[src/rtl/serial_adder.sv]
// Bit-serial signed adder: one full-adder slice resolves one bit per clock.
// Optional subtract mode (A + ~B + 1) is enabled by defining ADDER_SUB_EN.
module serial_adder #(
  parameter int WIDTH = 8
) (
  input  logic             clk,
  input  logic             rst,
  input  logic             start,
  input  logic [WIDTH-1:0] A,
  input  logic [WIDTH-1:0] B,
`ifdef ADDER_SUB_EN
  input  logic             sub,
`endif
  output logic             busy,
  output logic             done,
  output logic [WIDTH-1:0] Sum,
  output logic             Cout,
  output logic             Ovf,
  output logic [1:0]       dbg_state
);

  localparam int CW = (WIDTH > 2) ? $clog2(WIDTH) : 1;
  localparam logic [CW-1:0] LAST = CW'(WIDTH - 1);

  typedef enum logic [1:0] {
    IDLE = 2'd0,
    RUN  = 2'd1,
    DONE = 2'd2
  } state_t;

  state_t state, state_nxt;

  logic [WIDTH-1:0] a_sr, b_sr, sum_sr;
  logic [CW-1:0]    count;
  logic             c;
  logic             s, c_nxt, last, sub_sel;

  // Handshake: start is honoured only in IDLE; done is a one-cycle pulse
  // during which Sum/Cout/Ovf are already valid and then held.
`ifdef ADDER_SUB_EN
  assign sub_sel = sub;
`else
  assign sub_sel = 1'b0;
`endif

  assign s     = a_sr[0] ^ b_sr[0] ^ c;
  assign c_nxt = (a_sr[0] & b_sr[0]) | (a_sr[0] & c) | (b_sr[0] & c);
  assign last  = (count == LAST);

  always_ff @(posedge clk or posedge rst) begin
    if (rst) state <= IDLE;
    else     state <= state_nxt;
  end

  always_comb begin
    state_nxt = state;
    case (state)
      IDLE:    if (start) state_nxt = RUN;
      RUN:     if (last)  state_nxt = DONE;
      DONE:    state_nxt = IDLE;
      default: state_nxt = IDLE;
    endcase
  end

  always_ff @(posedge clk or posedge rst) begin
    if (rst) begin
      a_sr   <= '0;
      b_sr   <= '0;
      sum_sr <= '0;
      count  <= '0;
      c      <= 1'b0;
      Sum    <= '0;
      Cout   <= 1'b0;
      Ovf    <= 1'b0;
    end else begin
      case (state)
        IDLE: begin
          if (start) begin
            a_sr  <= A;
            b_sr  <= sub_sel ? ~B : B;
            c     <= sub_sel;
            count <= '0;
          end
        end
        RUN: begin
          c      <= c_nxt;
          sum_sr <= {s, sum_sr[WIDTH-1:1]};
          a_sr   <= {1'b0, a_sr[WIDTH-1:1]};
          b_sr   <= {1'b0, b_sr[WIDTH-1:1]};
          count  <= count + CW'(1);
          // On the MSB slice the current c is the carry into the MSB.
          if (last) begin
            Sum  <= {s, sum_sr[WIDTH-1:1]};
            Cout <= c_nxt;
            Ovf  <= c ^ c_nxt;
          end
        end
        default: ;
      endcase
    end
  end

  assign busy      = (state != IDLE);
  assign done      = (state == DONE);
  assign dbg_state = state;

endmodule

[config.mk]
export PLATFORM = sky130hd
export DESIGN_NAME = serial_adder
export DESIGN_NICKNAME = d
export VERILOG_FILES = /design/src/rtl/serial_adder.sv
export SDC_FILE = /design/constraint.sdc
export NUM_CORES = 1
export LEC_CHECK = 0
export BUFFER_PORTS_ARGS = -buffer_cell sky130_fd_sc_hd__buf_2
export CAP_MARGIN = 0
export CELL_PAD_IN_SITES_DETAIL_PLACEMENT = 0
export CELL_PAD_IN_SITES_GLOBAL_PLACEMENT = 1
export CORE_MARGIN = 10
export CORE_UTILIZATION = 49
export CTS_BUF_LIST = sky130_fd_sc_hd__clkbuf_4
export DETAILED_ROUTE_END_ITERATION = 7
export PLACE_DENSITY = 0.95
export SETUP_SLACK_MARGIN = 0.15
export SYNTH_ARGS = -nofsm -noshare
export SYNTH_HDL_FRONTEND = slang
export SYNTH_SLANG_ARGS = --single-unit
export TNS_END_PERCENT = 20
[constraint.sdc]
create_clock -name clk -period 4.6 [get_ports clk]
set_input_delay 0.46 -clock clk [delete_from_list [all_inputs] [get_ports clk]]
set_output_delay 0.46 -clock clk [all_outputs]
set_load 0.03 [all_outputs]
; After elaboration in Yosys (flattened, before gate mapping)
; Index checks and enable logic that the tools add are counted.
; W data, S select, Z words.
[totals]
rom_bits = 0
input_bits = 19
latchBits = 0
out_inout_bits = 14
wordCells = 40
n_memories = 0
ramBits = 0
reg_bits = 40
[op_classes]
n_addsub = 1
mux = 11
order_cmp = 0
n_shift = 0
multipliers = 0
n_bitwise = 8
div = 0
eq_ne = 5
reduce_logical = 6
[op_table]
columns = operator, count
row1 = $pmux W8 S2, 2
row2 = $mux W8, 2
row3 = $pmux W3 S2, 1
row4 = $reduce_and A2 Y1, 3
row5 = $mux W2, 2
row6 = $ne A2 B2 Y1 const B, 2
row7 = $pmux W2 S2, 1
row8 = $reduce_bool A2 Y1, 2
row9 = $add A3 B1 Y3 const B, 1
row10 = $and A1 B1 Y1, 3
row11 = $eq A3 B3 Y1 const B, 1
row12 = $mux W3, 1
row13 = $xor A1 B1 Y1, 3
row14 = $eq A2 B1 Y1 const B, 1
row15 = $eq A2 B2 Y1 const B, 1
row16 = $logic_not A2 Y1, 1
row17 = $or A1 B1 Y1, 2
row18 = $pmux W1 S2, 1
row19 = $mux W1, 1

; Longest topological paths before layout
; Gate-level depths: netlist of run 1.
[depth]
depth_word = 4
mapped_depth = 5
mapped_depth_nobuf = 4

; Worst setup path before layout of run 1
; OpenSTA, ideal clock, no wires.
[synth_path]
kind = register to output
start = register state[1] (netlist: dbg_state[1])
end = output done
stages_incl_launch_ff = 4
slack_ns = 2.715
path_buffers = 2
t_required_ns = 4.140
arrival_time_ns = 1.425
cell_sequence = dfrtp_1 > buf_2 > buf_4 > nor2b_1
[synth_between]
elab_chain_cells = 1
[synth_rtl]
columns = item, line
row1 = from (decl), 31  ; state_t state, state_nxt;
row2 = from (signal assigned), 52  ; else state <= state_nxt;
row3 = $eq A2 B2 Y1, 104  ; assign done = (state == DONE);
row4 = to (decl), 15  ; output logic done,
; Every way passes these cells.

; Final worst setup path of run 1
[layout_path]
start = register state[0] (netlist: dbg_state[0])
end = register sum_sr[2]
[layout_between]
elab_chain_cells = 1
[layout_rtl]
columns = item, line
row1 = $eq A2 B1 Y1, 76  ; case (state)
row2 = to (signal assigned), 87  ; sum_sr <= {s, sum_sr[WIDTH-1:1]};
row3 = to (decl), 33  ; logic [WIDTH-1:0] a_sr, b_sr, sum_sr;
; Every way passes these cells.
; A chain may end at the register's enable or synchronous reset.

==> results of run 1 <==
[flip-flops by register name, indices dropped and copies added, names as in the netlist]
register   cells
Ovf            1
dbg_state      2
a_sr           8
Sum            8
count          3
b_sr           8
c              1
sum_sr         7
Cout           1
[power groups by stage]
stage / logic, µW / clock network (µW) / registers [µW]
after floorplan: 404 / 0 / 669
after global placement: 557 / 0 / 611
after detailed placement: 588 / 0 / 625
after CTS: 591 / 165 / 616
after global routing: 642 / 180 / 638
final: 580 / 161 / 615
[cells in the final DEF (no fill, tap or decap), types with 3 or more instances in the layout]
| cell type | count |
|---|---|
| a221oi_1 | 8 |
| a222oi_1 | 6 |
| buf_2 | 32 |
| clkbuf_4 | 5 |
| dfrtp_1 | 39 |
| inv_1 | 21 |
| mux2_2 | 15 |
| mux2i_1 | 3 |
| nand2b_1 | 3 |
| nor2_1 | 8 |
| nor2b_1 | 8 |
| nor4b_1 | 8 |
[worst max-delay path, delay by kind of cell (launching register included)]
family / cells / cell delay, ns
flip-flops: 1 / 0.84
multiplexers: 1 / 0.42
AND/OR/NAND/NOR: 1 / 0.95
[per-layer routing]
metal | GRT usage [%] | up-vias | routed length [µm]
met2 | 17.2 | 33 | 1570
met5 | 0 | - | 0
met4 | 5.91 | 0 | 60
met1 | 13.3 | 580 | 1480
met3 | 4.17 | 7 | 242
li1 | - | 565 | -
[cell families (layout without fill, tap and decap cells)]
group	Yosys count	count (layout)
flops	39	39
fa+ha+maj	3	3
xor+xnor	1	1
mux	18	18
compound gates	21	21
buf+inv	31	62
simple gates	29	29
[worst max-delay path by stage]
| stage | from | end | slack [ns] | cells after the start |
|---|---|---|---|---|
| final | dbg_state[0] | sum_sr[2] | 2.29 | 2 |
| after global routing | dbg_state[0] | sum_sr[4] | 2.13 | 2 |
| after CTS | dbg_state[0] | sum_sr[2] | 2.27 | 2 |
| after detailed placement | dbg_state[0] | sum_sr[2] | 2.33 | 2 |
| after global placement | dbg_state[0] | sum_sr[1] | 2.40 | 2 |
| after floorplan | dbg_state[1] | done | 2.71 | 3 |
[per-stage QoR]
| stage | hold WS [ns] | area (µm²) | power [µW] | util (%) | setup WS, ns |
|---|---|---|---|---|---|
| 2_1_floorplan | 0.466 | 1740 | 1070 | - | 2.71 |
| 3_3_place_gp | 0.482 | 1910 | 1170 | 56.4 | 2.40 |
| 3_5_place_dp | 0.491 | 1910 | 1210 | 56.4 | 2.33 |
| 4_1_cts | 0.221 | 1960 | 1370 | 57.8 | 2.27 |
| 5_1_grt | 0.249 | 1960 | 1460 | 57.8 | 2.13 |
| 6_report | 0.208 | 1960 | 1360 | 57.8 | 2.29 |
[cell type report]
type / instances / share of cell area [%]
Clock inverter: 2 / 0.447
Multi-Input combinational cell: 72 / 31.9
Inverter: 21 / 4.03
Clock buffer: 5 / 1.92
Sequential cell: 39 / 49.8
Tap cell: 46 / 2.94
Timing Repair Buffer: 34 / 8.95
==> results.ini, run 1 <==
[layout]
num-fill-cells = 300
nets = 195
final_cells = 219
antenna_cells = 0
multi_input_comb_area_um2 = 624
syn_to_final_growth_pct = 12.6
drive_gt1_share_pct = 32.4
register_area_um2 = 976

[logic_synthesis]
yosys.area.top_type = dfrtp_1
syn_area_per_cell_um2 = 12.2
yosys.cell_types.count = 24
netlist_instances = 142
ys_async_sr_fraction_pct = 100
ys_seq_area_share_pct = 56.1
synth_top_family_by_area = multiplexers
yosys.area_share.xor_xnor_pct = 0.504
synth_mux_area_share_pct = 11.4
synth_compound_area_share_pct = 10.9
ys_ff_latch = 39
synth_common_cells = 39 x dfrtp_1, 21 x inv_1, 15 x mux2_2
ys.flop_type = dfrtp_1
syn_nets = 164
yosys.area.top_type_share_pct = 56.1
syn-cell-area_mm2 = 0.00174
yosys_warnings = 0
synth_edf_count = 0
yosys.area_share.simple_pct = 10.5
synth_most_common_cell = dfrtp_1
synthAdderAreaFrac_pct = 2.59
ys_top_cells_by_area = dfrtp_1 56%, mux2_2 9.7%, inv_1 4.5%, a221oi_1 4.0%, nor4b_1 4.0%

[power]
power.leakage_uw = 0.000941
p_per_area_mw_per_mm2 = 692
p_switching_uw = 537
clkPwrFrac_pct = 11.9
switching_share_pct = 39.6
pwr-share-seq_pct = 45.4
internal_power_uw = 818
p_comb_share_pct = 42.8
ir_worst_vdd_v = 0.000295

[sta]
tns_ns = 0
setup_viol = 0
slew_violations = 0
final_hold_viol_count = 0
timing.final.crit_period_ns = 2.31
clock_skew_ns = 0.00860
rsz0062_at_grt = false
fmax_mhz = 432
relSlewSlack_pct = 26.5
period_share_pct = 50.3
tightest_slew_ns = 1.10

[run]
drv_cap = 0

[clocking]
cts_resized = 0
post_cts_buffers = 0
clk_pin_slew_worst_paths_ns = 0.11
clockRootBuffer = clkbuf_4
hold_buffers = 0
clk_latency_ns = 0.35
clockBufferDepth = 2
cts.sinks = 39
cts_buffers = 5
cts_tree = done
ctsHtreeMaxLevel = 2

[floorplan]
initial_core_util_pct = 51.3
ios = 33
die_h_um = 79.6
core_mm2 = 0.00339
die_area_mm2 = 0.00633
std_cell_rows = 21
die_x_um = 79.6

[worst_setup_path]
worstRegToRegCells = 2
crit_arrival_ns = 2.56
rr_startpoint = dbg_state[0]
critPathMaxStageDelay_ns = 0.95
required_ns = 4.85
cp-end-kind = flop
crit_type = flop to flop
path_cells = nor2b_1 -> mux2_2
critical_path.slowest_cell = nor2b_1
r2r_end = sum_sr[2]
path_max_fanout = 25
start_kind = flop
r2r_slack_ns = 2.29

[drt]
first_pass_iters = 4
vias_per_cell = 5.41
drt_iter0_markers = 92
wl_per_cell_um = 15.3
wl_mm = 3.34
vias = 1185
ant_nets = 0
drc = 0

[placement]
place_inst = 212
io_buffers = 32
dp_hpwl_mm = 2.48
gp_congestion = 0.723

[min_path]
min_path_type = primary input to asynchronous set/reset pin

[global_route]
grt_pass1_wl_mm = 5.66
overflow = 0
grt_usage_pct = 11.2
antenna_found_initial = 0
grt_pass1_vias = 1250
grt_max_degree = 40

[outcome]
outcome = complete, no violations

(Power assumes the default switching activity.)
==> run 2, diff against run 1 <==
--- a/config.mk
+++ b/config.mk
@@ -5,15 +5,16 @@
 export SDC_FILE = /design/constraint.sdc
 export NUM_CORES = 1
 export LEC_CHECK = 0
+export ABC_AREA = 1
 export BUFFER_PORTS_ARGS = -buffer_cell sky130_fd_sc_hd__buf_2
 export CAP_MARGIN = 0
 export CELL_PAD_IN_SITES_DETAIL_PLACEMENT = 0
 export CELL_PAD_IN_SITES_GLOBAL_PLACEMENT = 1
 export CORE_MARGIN = 10
-export CORE_UTILIZATION = 49
+export CORE_UTILIZATION = 38
 export CTS_BUF_LIST = sky130_fd_sc_hd__clkbuf_4
 export DETAILED_ROUTE_END_ITERATION = 7
-export PLACE_DENSITY = 0.95
+export PLACE_DENSITY = 0.85
 export SETUP_SLACK_MARGIN = 0.15
 export SYNTH_ARGS = -nofsm -noshare
 export SYNTH_HDL_FRONTEND = slang
==> constraint.sdc (replaced) <==
create_clock -name clk -period 2 [get_ports clk]
set_input_delay 0.2 -clock clk [delete_from_list [all_inputs] [get_ports clk]]
set_output_delay 0.2 -clock clk [all_outputs]
set_load 0.03 [all_outputs]
==> run 2 against run 1 <==
First-iteration DRC count shrank 4.3%; sequential share of layout area shrank 4.0 points; via count grew 17%; clock-buffer cell count grew 1; largest power group is now combinational logic.
==> results.ini, run 2 <==
[outcome]
outcome = complete, no violations  ; unchanged

[clocking]
clk_pin_slew_worst_paths_ns = 0.12  ; was 0.11 ns
clockRootBuffer = clkbuf_4  ; unchanged
cts_resized = 0  ; unchanged
cts.sinks = 39  ; unchanged
clockBufferDepth = 2  ; unchanged
ctsHtreeMaxLevel = 2  ; unchanged
cts_tree = done  ; unchanged
cts_buffers = 5  ; unchanged
clk_latency_ns = 0.34  ; was 0.35 ns

[sta]
setup_viol = 0  ; unchanged
clock_skew_ns = 0.00748  ; was 0.00860 ns
final_hold_viol_count = 0  ; unchanged
rsz0062_at_grt = false  ; unchanged
relSlewSlack_pct = 67.0  ; was 26.5%
whs_ns = 0.110  ; was 0.208 ns
tns_ns = 0  ; unchanged
tightest_slew_ns = 0.495  ; was 1.10 ns
layout_setup_ws_ns = 0.534  ; was 2.29 ns
period_share_pct = 73.3
fmax_mhz = 682
slew_violations = 0  ; unchanged
timing.final.crit_period_ns = 1.47

[power]
switching_share_pct = 44.1  ; was 39.6%
pwr-share-seq_pct = 41.5  ; was 45.4%
power_uw = 3230  ; was 1360 µW
p_switching_uw = 1420  ; was 537 µW
p_per_area_mw_per_mm2 = 1520  ; was 692 mW/mm²
ir_worst_vdd_v = 0.000408  ; was 0.000295 V
internal_power_uw = 1810  ; was 818 µW
power.leakage_uw = 0.00121  ; was 0.000941 µW
p_comb_share_pct = 46.0  ; was 42.8%
clkPwrFrac_pct = 12.5  ; was 11.9%

[layout]
reg_top3 = Sum x8, a_sr x8, b_sr x8  ; unchanged
antenna_cells = 0  ; unchanged
mostFrequentLayoutCells = 92 x nand2_1, 39 x dfrtp_1, 38 x inv_1  ; was 39 x dfrtp_1, 32 x buf_2, 21 x inv_1
fin_util_pct = 45.0  ; was 57.8%
drive_gt1_share_pct = 20.7  ; was 32.4%
nets = 282  ; was 195
syn_to_final_growth_pct = 15.3  ; was 12.6%
layout_commonest_cell = nand2_1  ; was dfrtp_1
num-fill-cells = 504  ; was 300

[logic_synthesis]
synth_edf_count = 0  ; unchanged
ys_async_sr_fraction_pct = 100  ; unchanged
syn_nets = 246  ; was 164
yosys.cell_types.count = 22  ; was 24
syn-cell-area_mm2 = 0.00185  ; was 0.00174 mm²
ys.flop_type = dfrtp_1  ; unchanged
synth_most_common_cell = nand2_1  ; was dfrtp_1
ys_seq_area_share_pct = 52.9  ; was 56.1%
yosys_warnings = 0  ; unchanged
syn_area_per_cell_um2 = 8.24  ; was 12.2 µm²
yosys.area.top_type_share_pct = 52.9  ; was 56.1%
ys_top_cells_by_area = dfrtp_1 53%, nand2_1 19%, inv_1 7.7%, nand3_1 3.3%, o21ai_0 2.7%  ; was dfrtp_1 56%, mux2_2 9.7%, inv_1 4.5%, a221oi_1 4.0%, nor4b_1 4.0%
yosys.area.top_type = dfrtp_1  ; unchanged
ys_ff_latch = 39  ; unchanged
netlist_instances = 224  ; was 142
synth_common_cells = 92 x nand2_1, 39 x dfrtp_1, 38 x inv_1  ; was 39 x dfrtp_1, 21 x inv_1, 15 x mux2_2

[worst_setup_path]
r2r_slack_ns = 0.62  ; was 2.29 ns
start_kind = flop  ; unchanged
cp-end-kind = output pin  ; was flop
required_ns = 1.80  ; was 4.85 ns
path_max_fanout = 20  ; was 25
worstRegToRegCells = 5  ; was 2
crit_type = flop to output pin  ; was flop to flop
rr_startpoint = count[0]  ; was dbg_state[0]
crit_arrival_ns = 1.27  ; was 2.56 ns
r2r_end = Sum[7]  ; was sum_sr[2]

[floorplan]
core_mm2 = 0.00472  ; was 0.00339 mm²
initial_core_util_pct = 39.1  ; was 51.3%
die_h_um = 89.7  ; was 79.6 µm
ios = 33  ; unchanged
die_area_mm2 = 0.00804  ; was 0.00633 mm²
std_cell_rows = 25  ; was 21
die_x_um = 89.7  ; was 79.6 µm

[global_route]
grt_max_degree = 40  ; unchanged
grt_pass1_wl_mm = 6.38  ; was 5.66 mm
grt_usage_pct = 10.2  ; was 11.2%
antenna_found_initial = 0  ; unchanged
grt_pass1_vias = 1364  ; was 1250
overflow = 0  ; unchanged

[drt]
vias = 1391  ; was 1185
drc = 0  ; unchanged
drt_iter0_markers = 88  ; was 92
vias_per_cell = 4.24  ; was 5.41
wl_per_cell_um = 11.5  ; was 15.3 µm
first_pass_iters = 4  ; unchanged
ant_nets = 0  ; unchanged
wl_mm = 3.77  ; was 3.34 mm

[min_path]
worstHoldStart = A[7]
whs_path_depth = 3
min_path_type = primary input to flop  ; was primary input to asynchronous set/reset pin
min_to = a_sr[7]

[run]
drv_cap = 0  ; unchanged

[placement]
pre_cts_ws_ns = 0.642  ; was 2.33 ns
gp_congestion = 0.734  ; was 0.723
io_buffers = 32  ; unchanged
dp_hpwl_mm = 2.59  ; was 2.48 mm

## run 2: changes by cell type in the layout (fill, tap and decap cells not counted), sizes merged, moves of 14 or more
cell   previous run  this run
inv              21        39
mux2             15         0
nand2             0        96
nand3             0        14
o21ai             0        18
## run 2: cell families (layout without fill, tap and decap cells)
group                    after synthesis  count (layout)  share of synthesized area, %
adder cells (fa/ha/maj)                3               3                          2.44
AND/OR/NAND/NOR                      114             114                          26.6
buffers and inverters                 47              84                          11.3
AO/OA/AOI/OAI                         20              20                          6.24
flip-flops                            39              39                          52.9
XOR/XNOR                               1               1                         0.475
## run 2: repair_timing
action | 4_1_cts | 5_1_grt
hold buffers | 1 | 0
hold endpoints to repair | 39 | 0
buffers inserted | 0 | 0
## run 2: through the flow
step                instance area, µm²  instances
CTS                               2130        328
finish                            2130        328
global placement                  2060        319
floorplan                         1850        224
detailed placement                2060        319
global route                      2130        328
## run 2: worst max path at each step
stage                     slack [ns]          from     end  cells past startpoint
final                           0.53  dbg_state[0]    done                      3
after floorplan                 0.50  dbg_state[0]    done                      3
after global placement          0.68      count[0]  Sum[7]                      5
after detailed placement        0.64      count[0]  Sum[4]                      5
after global routing            0.43  dbg_state[0]    done                      3
after CTS                       0.50  dbg_state[0]    done                      3
## run 2: worst max-delay path, cell delays in order (launching register included)
cell	delay [ns]
dfrtp_1	0.39
buf_4	0.22
nor2_1	0.11
buf_2	0.20
## run 2: power by group through the flow
stage               Sequential, µW  Combinational, µW  Clock [µW]
finish                        1340               1490         402
global route                  1390               1730         461
CTS                           1340               1530         425
detailed placement            1360               1510           0
global placement              1350               1490           0
floorplan                     1510               1010           0
## run 2: per-layer routing
layer / up-vias / track usage [%] / wire length, µm
li1: 741 / - / -
met1: 622 / 12.6 / 1790
met2: 24 / 16.3 / 1750
met3: 4 / 2.89 / 176
met4: 0 / 3.90 / 60
met5: - / 0 / 0
## run 2: layout make-up
| type | count | area, µm² | area share, % |
|---|---|---|---|
| Inverter | 39 | 149 | 7.00 |
| Sequential cell | 39 | 976 | 45.9 |
| Tap cell | 67 | 83.8 | 3.94 |
| Multi-Input combinational cell | 138 | 661 | 31.1 |
| Clock buffer | 6 | 45.0 | 2.12 |
| Clock inverter | 2 | 12.5 | 0.588 |
| Timing Repair Buffer | 37 | 200 | 9.41 |
